## src/rtl/spi_reg_bridge.sv

```systemverilog
// Command parser between the SPI slave word interface and a register-bank port.
// Optional write-burst idle timeout is built only when SPI_BRIDGE_TIMEOUT_EN is defined.
module spi_reg_bridge #(
    parameter int NREGS   = 16,
    parameter int ADDR_W  = 4,
    parameter int TIMEOUT = 1023
) (
    input  logic              clk,
    input  logic              reset,
    input  logic              rx_available,
    output logic              rx_ack,
    input  logic [0:15]       rx_data,
    input  logic              tx_free,
    output logic              tx_en,
    output logic [0:15]       tx_data,
    output logic              reg_wr_en,
    output logic              reg_rd_en,
    output logic [ADDR_W-1:0] reg_addr,
    output logic [0:15]       reg_wdata,
    input  logic [0:15]       reg_rdata,
    output logic              busy,
    output logic              err
);

    typedef enum logic [2:0] {IDLE, WDATA, RREQ, RCAP, RSEND} state_t;

    // A misconfigured instance rejects every header instead of addressing the wrong registers.
    localparam bit CFG_OK = (NREGS == (1 << ADDR_W)) && (NREGS <= 256) && (TIMEOUT >= 1);

    state_t            state, state_next;
    logic [ADDR_W-1:0] addr;
    logic [6:0]        cnt;

    logic              hdr_write;
    logic [6:0]        hdr_len;
    logic [7:0]        hdr_addr;
    logic              hdr_bad;
    logic              take;
    logic              step;
    logic              err_next;

    assign hdr_write = rx_data[0];
    assign hdr_len   = rx_data[1:7];
    assign hdr_addr  = rx_data[8:15];
    assign hdr_bad   = !CFG_OK || (hdr_len == 7'd0) || ((hdr_addr >> ADDR_W) != 8'd0);

    assign reg_addr  = addr;
    assign busy      = (state != IDLE);

`ifdef SPI_BRIDGE_TIMEOUT_EN
    localparam int TMO_W = $clog2(TIMEOUT + 1);
    logic [TMO_W-1:0] tmo_cnt;

    // Held at zero outside WDATA so every burst starts with a fresh idle budget.
    always_ff @(posedge clk) begin
        if (reset || (state != WDATA) || take) begin
            tmo_cnt <= '0;
        end else if (tmo_cnt != TMO_W'(TIMEOUT)) begin
            tmo_cnt <= tmo_cnt + TMO_W'(1);
        end
    end
`endif

    always_comb begin
        state_next = state;
        take       = 1'b0;
        step       = 1'b0;
        err_next   = 1'b0;
        tx_en      = 1'b0;
        reg_rd_en  = 1'b0;
        case (state)
            IDLE: begin
                if (rx_available && !rx_ack) begin
                    take = 1'b1;
                    if (hdr_bad) begin
                        err_next = 1'b1;
                    end else begin
                        state_next = hdr_write ? WDATA : RREQ;
                    end
                end
            end
            WDATA: begin
                // The write strobe cycle doubles as the ack cycle, so no word can be taken in it.
                if (reg_wr_en) begin
                    step = 1'b1;
                    if (cnt == 7'd1) begin
                        state_next = IDLE;
                    end
                end else if (rx_available && !rx_ack) begin
                    take = 1'b1;
                end
`ifdef SPI_BRIDGE_TIMEOUT_EN
                else if (tmo_cnt == TMO_W'(TIMEOUT)) begin
                    err_next   = 1'b1;
                    state_next = IDLE;
                end
`endif
            end
            RREQ: begin
                reg_rd_en  = 1'b1;
                state_next = RCAP;
            end
            RCAP: begin
                state_next = RSEND;
            end
            RSEND: begin
                if (tx_free) begin
                    tx_en      = 1'b1;
                    step       = 1'b1;
                    state_next = (cnt == 7'd1) ? IDLE : RREQ;
                end
            end
            default: begin
                state_next = IDLE;
            end
        endcase
    end

    always_ff @(posedge clk) begin
        if (reset) begin
            state     <= IDLE;
            addr      <= '0;
            cnt       <= '0;
            rx_ack    <= 1'b0;
            err       <= 1'b0;
            reg_wr_en <= 1'b0;
            reg_wdata <= '0;
            tx_data   <= '0;
        end else begin
            state     <= state_next;
            rx_ack    <= take;
            err       <= err_next;
            reg_wr_en <= take && (state == WDATA);
            if (take && (state == WDATA)) begin
                reg_wdata <= rx_data;
            end
            if (state == RCAP) begin
                tx_data <= reg_rdata;
            end
            // Address wraps naturally because NREGS is exactly 2**ADDR_W.
            if (take && (state == IDLE) && !hdr_bad) begin
                addr <= hdr_addr[ADDR_W-1:0];
                cnt  <= hdr_len;
            end else if (step) begin
                addr <= addr + ADDR_W'(1);
                cnt  <= cnt - 7'd1;
            end else if (err_next) begin
                cnt  <= '0;
            end
        end
    end

endmodule

```

## config.mk

```make
export PLATFORM = sky130hd
export DESIGN_NAME = spi_reg_bridge
export DESIGN_NICKNAME = d
export VERILOG_FILES = /design/src/rtl/spi_reg_bridge.sv
export SDC_FILE = /design/constraint.sdc
export NUM_CORES = 1
export LEC_CHECK = 0
export ABC_CLOCK_PERIOD_IN_PS = 2100
export CAP_MARGIN = 15
export CORE_ASPECT_RATIO = 2
export CORE_MARGIN = 2
export CORE_UTILIZATION = 44
export CTS_CLUSTER_SIZE = 30
export DETAILED_ROUTE_END_ITERATION = 16
export PLACE_DENSITY = 0.79
export SLEW_MARGIN = 20
export SYNTH_ARGS = -nofsm -noshare
export SYNTH_HDL_FRONTEND = slang
export SYNTH_SLANG_ARGS = --single-unit
export TNS_END_PERCENT = 5
```

## constraint.sdc

```tcl
create_clock -name clk -period 2.1 [get_ports clk]
set_clock_uncertainty 0.05 [all_clocks]
set_input_delay 0.21 -clock clk [delete_from_list [all_inputs] [get_ports clk]]
set_output_delay 0.21 -clock clk [all_outputs]
set_load 0.02 [all_outputs]
```

==> summary.txt, run 1 <==
Min path
  • Worst hold path class: in2reg

Clock network
  • Post-CTS setup buffers: 0
  • Bufs on Longest Clock Path: 2
  • H-tree levels: 2
  • Number of buffers created by CTS: 5
  • CTS tree: built
  • Cts hold-fix bufs: 0
  • Root Buffer: clkbuf_8
  • Clock-pin slew on the worst setup and hold paths: 0.09 ns
  • CTS Sinks: 49
  • Post-cts resize count: 0
  • Worst-Skew Late Latency: approximately 0.30 ns

Route
  • First-iteration detailed-routing DRC count: 47
  • Drt total wl: between 5 and 6 mm
  • Via density: between 5 and 6
  • 1st-pass router iterations: 4
  • Wirelength per Cell: between 10 and 15 um
  • Routed Antenna Nets: 0
  • Vias: 2077
  • DRC viols: 0

Global route
  • Initial antenna violation count: 0
  • GRT Util Overall: 23.2%
  • GRT overflow: 0
  • First-pass GRT wire length: 9.50 mm
  • Vias in the first global route: approximately 2100
  • Largest net degree at the start of global routing: 27

Logic synthesis
  • Cell accounting for the most synthesized area: dfxtp_1
  • Synth Area in XOR/XNOR: less than 1%
  • Post-synth EDFFs: 0
  • Post-synth top flop: dfxtp_1
  • Post-synthesis cell area: between 2000 and 2500 um2
  • Synth area leaders: dfxtp_1 46%, mux2i_1 7.5%, nand2_1 7.2%
  • Distinct cells, synth: 43
  • Area fraction in compound gates after synthesis: between 15 and 20%
  • Fraction of the mapped netlist area in adder cells: between 1.5 and 2%
  • Post-synth ARST share: 0%
  • Post-synthesis mux area share: roughly 7.5%
  • Largest family of logic cells by synthesized area: simple AND/OR/NAND/NOR gates
  • Sequential-to-total area share from yosys stat: between 40% and 50%
  • Synth Area in Simple Gates: 22.7%
  • Synthesized flop and latch total: 49
  • Cells after synthesis: 244
  • Syn nets: approximately 280
  • Number of synthesis warnings: 0
  • Area share of the largest cell type after synthesis: ~46%
  • Mean post-synth cell area: slightly below 9 um2

Timing
  • RSZ-0062 raised after global routing: false
  • Post-layout min period: roughly 2.0 ns
  • Final setup fails: 0
  • Fin. max-slew vios: 0
  • F_max: roughly 510 MHz
  • Relative slew slack: slightly below 70%
  • Setup TNS: 0 ns
  • Final cycle utilization of the critical path: a little over nine tenths
  • Worst-margin pin slew: roughly 0.48 ns
  • Final Hold Fails: 0

Power
  • Max VDD drop: about 600 uV
  • PD cells: around 540 nW/um2
  • Leakage power: between 1 and 1.5 nW
  • Total power: 1.68 mW

Cells and area
  • Commonest non-fill, non-tap cell in the layout: clkdlybuf4s50_1
  • # diodes: 0
  • Commonest non-fill, non-tap cells in the layout: 76 x clkdlybuf4s50_1, 49 x dfxtp_1, 41 x nand2_1
  • FILL cells: slightly above 400
  • Layout net count: 370
  • Layout Utilization: approximately two thirds
  • Final instance area: just over 3000 um2
  • Syn-to-layout area delta: 46.2%
  • Layout cells sized above 1: under 10%

Run status
  • Status: finished clean

Die
  • Die Wd: about 53 um
  • FP Rows: 35
  • Io pins: 78
  • Die area: between 5000 and 6000 um2
  • Core footprint: 4640 um2
  • Initial Utilization: a little under half
  • Die H: between 100 and 150 um

Place
  • GPL Wtd Cong: around 0.93
  • PortBufs: 77
  • HPWL after detailed placement: about 4.3 mm
  • Placed instance area: 3030 um2

Flow run
  • Max Cap Viol: 0

Worst setup path
  • WP data arrival: roughly 1.7 ns
  • Critical Path RT: between 1.5 and 2 ns
  • Crit Path Class: reg2out
  • Nature of the critical path endpoint: output pin
  • Worst-path fanout max: 6
  • Worst setup SP type: register
## kinds of logic (layout without fill, tap and decap cells)
logic type,after synthesis,in the layout
AND/OR/NAND/NOR,98,98
AO/OA/AOI/OAI,56,56
flip-flops,49,49
buffers and inverters,21,109
multiplexers,16,16
adder cells (fa/ha/maj),3,3
XOR/XNOR,1,1
## per-stage QoR
stage	hold WS, ns	setup WS [ns]	cells
4_1_cts	0.276	0.112	387
3_3_place_gp	0.392	0.0588	379
3_5_place_dp	0.398	0.0404	379
2_1_floorplan	0.296	0.301	244
6_report	0.277	0.124	387
5_1_grt	0.301	0.0406	387
## area by class of cell
type	instances	area, um2	area share [%]
repair buffers	94	893	28.7
multi-input cells	174	1060	34.0
clock inverters	3	17.5	0.562
inverters	7	26.3	0.843
flip-flops and latches	49	981	31.5
clock buffers	5	68.8	2.21
well taps	55	68.8	2.21
## power by group
group          switching (mW)  internal, mW  total (mW)  leakage, nW
registers             0.00747         0.939       0.946        0.396
logic                  0.0854         0.103       0.189        0.796
clock network           0.315         0.231       0.545       0.0439
total                   0.408          1.27        1.68         1.24
## cells in the mapped netlist (2+ instances only)
library cell and n:
dfxtp_1 49, nand2_1 41, a21oi_1 28, nor2_1 22
mux2i_1 16, clkbuf_1 10, inv_1 7, nand3b_1 5
o21ai_1 5, a22oi_1 4, and2_1 4, nor2b_1 4
a31oi_1 3, buf_2 3, ha_1 3, nand2b_1 3
nor3_1 3, nor4_1 3, o21ai_0 3, a221oi_2 2
a32oi_1 2, nand4b_1 2, nand4bb_1 2
## sequential cells by signal, summed over array words and instances, names as in the netlist
register,cells
tx_data,16
state,3
reg_wr_en,1
err,1
cnt,7
rx_ack,1
reg_wdata,16
reg_addr,4
## final timing paths
kind         startpoint           end  slack (ns)  cells past startpoint
max            state[2]          busy        0.12                      2
min               reset  reg_wdata[0]        0.28                      2
max reg2reg    state[2]        cnt[1]        0.28                      5
min reg2reg  tx_data[5]    tx_data[5]        0.41                      2
## worst max-delay path, stage by stage (launching register included)
cell,delay (ns)
dfxtp_1,0.32
or3_1,0.51
clkdlybuf4s50_1,0.59
## per-layer routing
metal | wire length [um] | up-vias | track usage (%)
met5 | 0 | - | 0
met2 | 3090 | 57 | 40.9
met4 | 163 | 0 | 11.2
li1 | - | 1024 | -
met3 | 201 | 14 | 4.24
met1 | 2270 | 982 | 25.6
Note: power is estimated with default switching activity, not from simulation.
==> inputs of run 2 (changes only) <==
--- a/config.mk
+++ b/config.mk
@@ -14,4 +14,5 @@
 export DETAILED_ROUTE_END_ITERATION = 16
 export PLACE_DENSITY = 0.79
+export SKIP_CTS_REPAIR_TIMING = 1
 export SLEW_MARGIN = 20
 export SYNTH_ARGS = -nofsm -noshare
==> constraint.sdc (replaced) <==
create_clock -name clk -period 2.1 [get_ports clk]
set_clock_uncertainty 0.05 [all_clocks]
set_input_delay 0.42 -clock clk [delete_from_list [all_inputs] [get_ports clk]]
set_output_delay 0.42 -clock clk [all_outputs]
set_load 0.02 [all_outputs]
==> run 2 against run 1 <==
  * Clock power decreased by 0.7%
  * Via count increased by 2.6%
  * Hold slack improved by 0.13 ns
  * Final cell count increased by 1.6%
  * Total power increased by 0.34%
  * Combinational power increased by 5%
  * Register-to-register slack about the same
  * Maximum frequency increased by 2.2%
  * Critical path depth increased by 4
  * First-iteration DRC count decreased by 26%
  * Sequential power about the same
  * Design area increased by 2.1%
  * Critical path type is now in2reg
==> summary.txt, run 2 (same netlist as run 1, synthesis figures left out) <==
Route
  • Drt total wl: 5.63 mm (was 5.72 mm)
  • Routed Antenna Nets: 0 (unchanged)
  • Vias: 2131 (was 2077)
  • DRC viols: 0 (unchanged)
  • 1st-pass router iterations: 4 (unchanged)
  • Wl on met1: 2.11 mm (was 2.27 mm)
  • Metal3 WL: 285 um (was 201 um)
  • Via density: 5.42 (was 5.37)
  • First-iteration detailed-routing DRC count: 35 (was 47)
  • DR WL met2: 3.05 mm (was 3.09 mm)
  • Top layer in use: met4 (unchanged)
  • Wirelength per Cell: 14.3 um (was 14.8 um)

Worst setup path
  • Crit Path Class: in2reg (was reg2out)
  • Worst-path cell chain: clkdlybuf4s50_1, or4_4, a2111oi_4, buf_4, nand2_1, a221oi_2 (was or3_1, clkdlybuf4s50_1)
  • Worst r2r src: state[1] (was state[2])
  • Worst setup SP type: primary input (was register)
  • Largest delay share family, worst path: simple AND/OR/NAND/NOR gates (was buffers and inverters)
  • Reg2reg end: cnt[3] (was cnt[1])
  • Nature of the critical path endpoint: register (was output pin)
  • Worst path slowest cell: or4_4 (was clkdlybuf4s50_1)
  • Critical Path RT: 2.27 ns (was 1.84 ns)
  • R2r setup slk: 0.27 ns (was 0.28 ns)
  • WP buf/inv: 2 (was 1)
  • Max incr delay on CP: 0.57 ns (was 0.59 ns)
  • WP data arrival: 2.10 ns (was 1.72 ns)
  • Worst-path fanout max: 3 (was 6)
  • Register-to-Register Path Depth: 6 (was 5)

Cells and area
  • Commonest non-fill, non-tap cell in the layout: clkdlybuf4s50_1 (unchanged)
  • # diodes: 0 (unchanged)
  • Multi-input gate area: 1060 um2 (about the same)
  • Biggest regs: reg_wdata (16), tx_data (16), cnt (7) (unchanged)
  • Commonest non-fill, non-tap cells in the layout: 73 x clkdlybuf4s50_1, 49 x dfxtp_1, 41 x nand2_1 (was 76 x clkdlybuf4s50_1, 49 x dfxtp_1, 41 x nand2_1)
  • FILL cells: 406 (was 405)
  • Final instance area: 3180 um2 (was 3120 um2)
  • Storage element area: 981 um2 (unchanged)
  • Layout cells sized above 1: 11.2% (was 9.64%)
  • Syn-to-layout area delta: 49.2% (was 46.2%)
  • Layout net count: 376 (was 370)

Timing
  • RSZ-0062 raised after global routing: false (unchanged)
  • Post-layout min period: 1.93 ns (was 1.98 ns)
  • F_max: 517 MHz (was 506 MHz)
  • Fin. max-slew vios: 0 (unchanged)
  • Final Hold Fails: 0 (unchanged)
  • Final setup fails: 0 (unchanged)
  • Hold_ws: 0.409 ns (was 0.277 ns)
  • Worst-margin pin slew: 0.436 ns (was 0.477 ns)
  • Final cycle utilization of the critical path: 92.1% (was 94.1%)
  • Relative slew slack: 70.9% (was 67.9%)

Clock network
  • CTS Sinks: 49 (unchanged)
  • Clock-pin slew on the worst setup and hold paths: 0.09 ns (about the same)
  • Number of buffers created by CTS: 5 (unchanged)
  • Worst-Skew Late Latency: 0.30 ns (about the same)
  • CTS tree: built (unchanged)
  • Root Buffer: clkbuf_8 (unchanged)
  • Bufs on Longest Clock Path: 2 (unchanged)
  • H-tree levels: 2 (unchanged)

Power
  • Comb pwr share: 11.8% (was 11.2%)
  • PD cells: 530 nW/um2 (was 539 nW/um2)
  • Power share of the clock group: 32.1% (was 32.5%)
  • Max VDD drop: 492 uV (was 607 uV)
  • Power Internal: 1.28 mW (was 1.27 mW)
  • Flop pwr share: 56.1% (was 56.3%)
  • Psw: 0.402 mW (was 0.408 mW)
  • Sw Share: 23.9% (was 24.3%)
  • Leakage power: 1.33 nW (was 1.24 nW)

Die
  • Core footprint: 4640 um2 (unchanged)
  • Die Wd: 53.2 um (unchanged)
  • Die area: 5450 um2 (unchanged)
  • Die H: 102 um (unchanged)
  • Io pins: 78 (unchanged)
  • Initial Utilization: 45.9% (unchanged)
  • FP Rows: 35 (unchanged)

Min path
  • Worst hold path class: reg2reg (was in2reg)
  • HP Start: tx_data[3] (was reset)
  • Hold EP: tx_data[3] (was reg_wdata[0])
  • Hold depth: 2 (unchanged)

Global route
  • Initial antenna violation count: 0 (unchanged)
  • Vias in the first global route: 2017 (was 2106)
  • GRT Util Overall: 22.4% (was 23.2%)
  • GRT overflow: 0 (unchanged)
  • First-pass GRT wire length: 9.15 mm (was 9.50 mm)
  • Largest net degree at the start of global routing: 29 (was 27)

Flow run
  • Max Cap Viol: 0 (unchanged)

Place
  • Placed instance area: 3090 um2 (was 3030 um2)
  • HPWL after detailed placement: 4.25 mm (was 4.35 mm)
  • GPL Wtd Cong: 0.916 (was 0.926)
  • PortBufs: 77 (unchanged)

Run status
  • Status: finished clean (unchanged)
-- run 2: cell count changes in the layout (fill, tap and decap cells not counted), sizes merged --
| cell | before | now |
|---|---|---|
| buf | 18 | 24 |
| clkinvlp | 1 | 0 |
| clkbuf | 5 | 6 |
| dlymetal6s2s | 0 | 3 |
| clkdlybuf4s50 | 76 | 73 |
-- run 2: worst register-to-register path, delay by kind of cell (launching register included) --
| family | cells | cell delay [ns] |
|---|---|---|
| buffers and inverters | 2 | 0.35 |
| flip-flops | 1 | 0.38 |
| AO/OA/AOI/OAI | 2 | 0.56 |
| AND/OR/NAND/NOR | 2 | 0.41 |
-- run 2: final cells by class --
type	instances	area share [%]
tap	55	2.16
clock buffer	6	2.28
clock inverter	2	0.315
inverter	7	0.826
timing repair buffer	100	30.1
multi-input combinational	174	33.5
sequential	49	30.8
-- run 2: layer usage --
layer	vias to the layer above	track usage [%]
met1	1006	24.1
met3	13	4.09
li1	1037	-
met2	75	40.2
met4	0	10.8
met5	-	0
-- run 2: power groups by stage --
stage               Sequential (mW)  Clock [mW]  Combinational (mW)
finish                        0.946       0.541               0.199
detailed placement            0.968           0               0.198
global placement              0.967           0               0.197
CTS                           0.946       0.559               0.199
floorplan                     0.972           0              0.0695
global route                  0.948       0.587               0.215
-- run 2: worst max path at each step --
stage,start,end,slack [ns],depth (start not counted)
after global placement,rx_data[11],cnt[4],-0.13,6
after detailed placement,rx_data[11],cnt[1],-0.20,6
final,rx_data[11],cnt[3],0.17,6
after CTS,tx_free,tx_en,-0.06,4
after global routing,rx_data[11],cnt[1],0.04,6
after floorplan,rx_data[11],cnt[3],0.28,5
-- run 2: through the flow --
| step | cells | worst slack [ns] | TNS (ns) | util (%) | power [mW] |
|---|---|---|---|---|---|
| floorplan | 244 | 0.285 | 0 | - | 1.04 |
| global placement | 385 | -0.129 | -1.30 | 66.5 | 1.16 |
| detailed placement | 385 | -0.204 | -2.04 | 66.5 | 1.17 |
| CTS | 393 | -0.0633 | -0.0824 | 68.3 | 1.70 |
| global route | 393 | 0.0359 | 0 | 68.5 | 1.75 |
| finish | 393 | 0.166 | 0 | 68.5 | 1.69 |
==> inputs of run 3 (changes only) <==
- CAP_MARGIN: 15 -> unset
- TNS_END_PERCENT: 5 -> unset
==> results of run 3 <==
Final layout, timing and power as in run 2 (identical DEF).
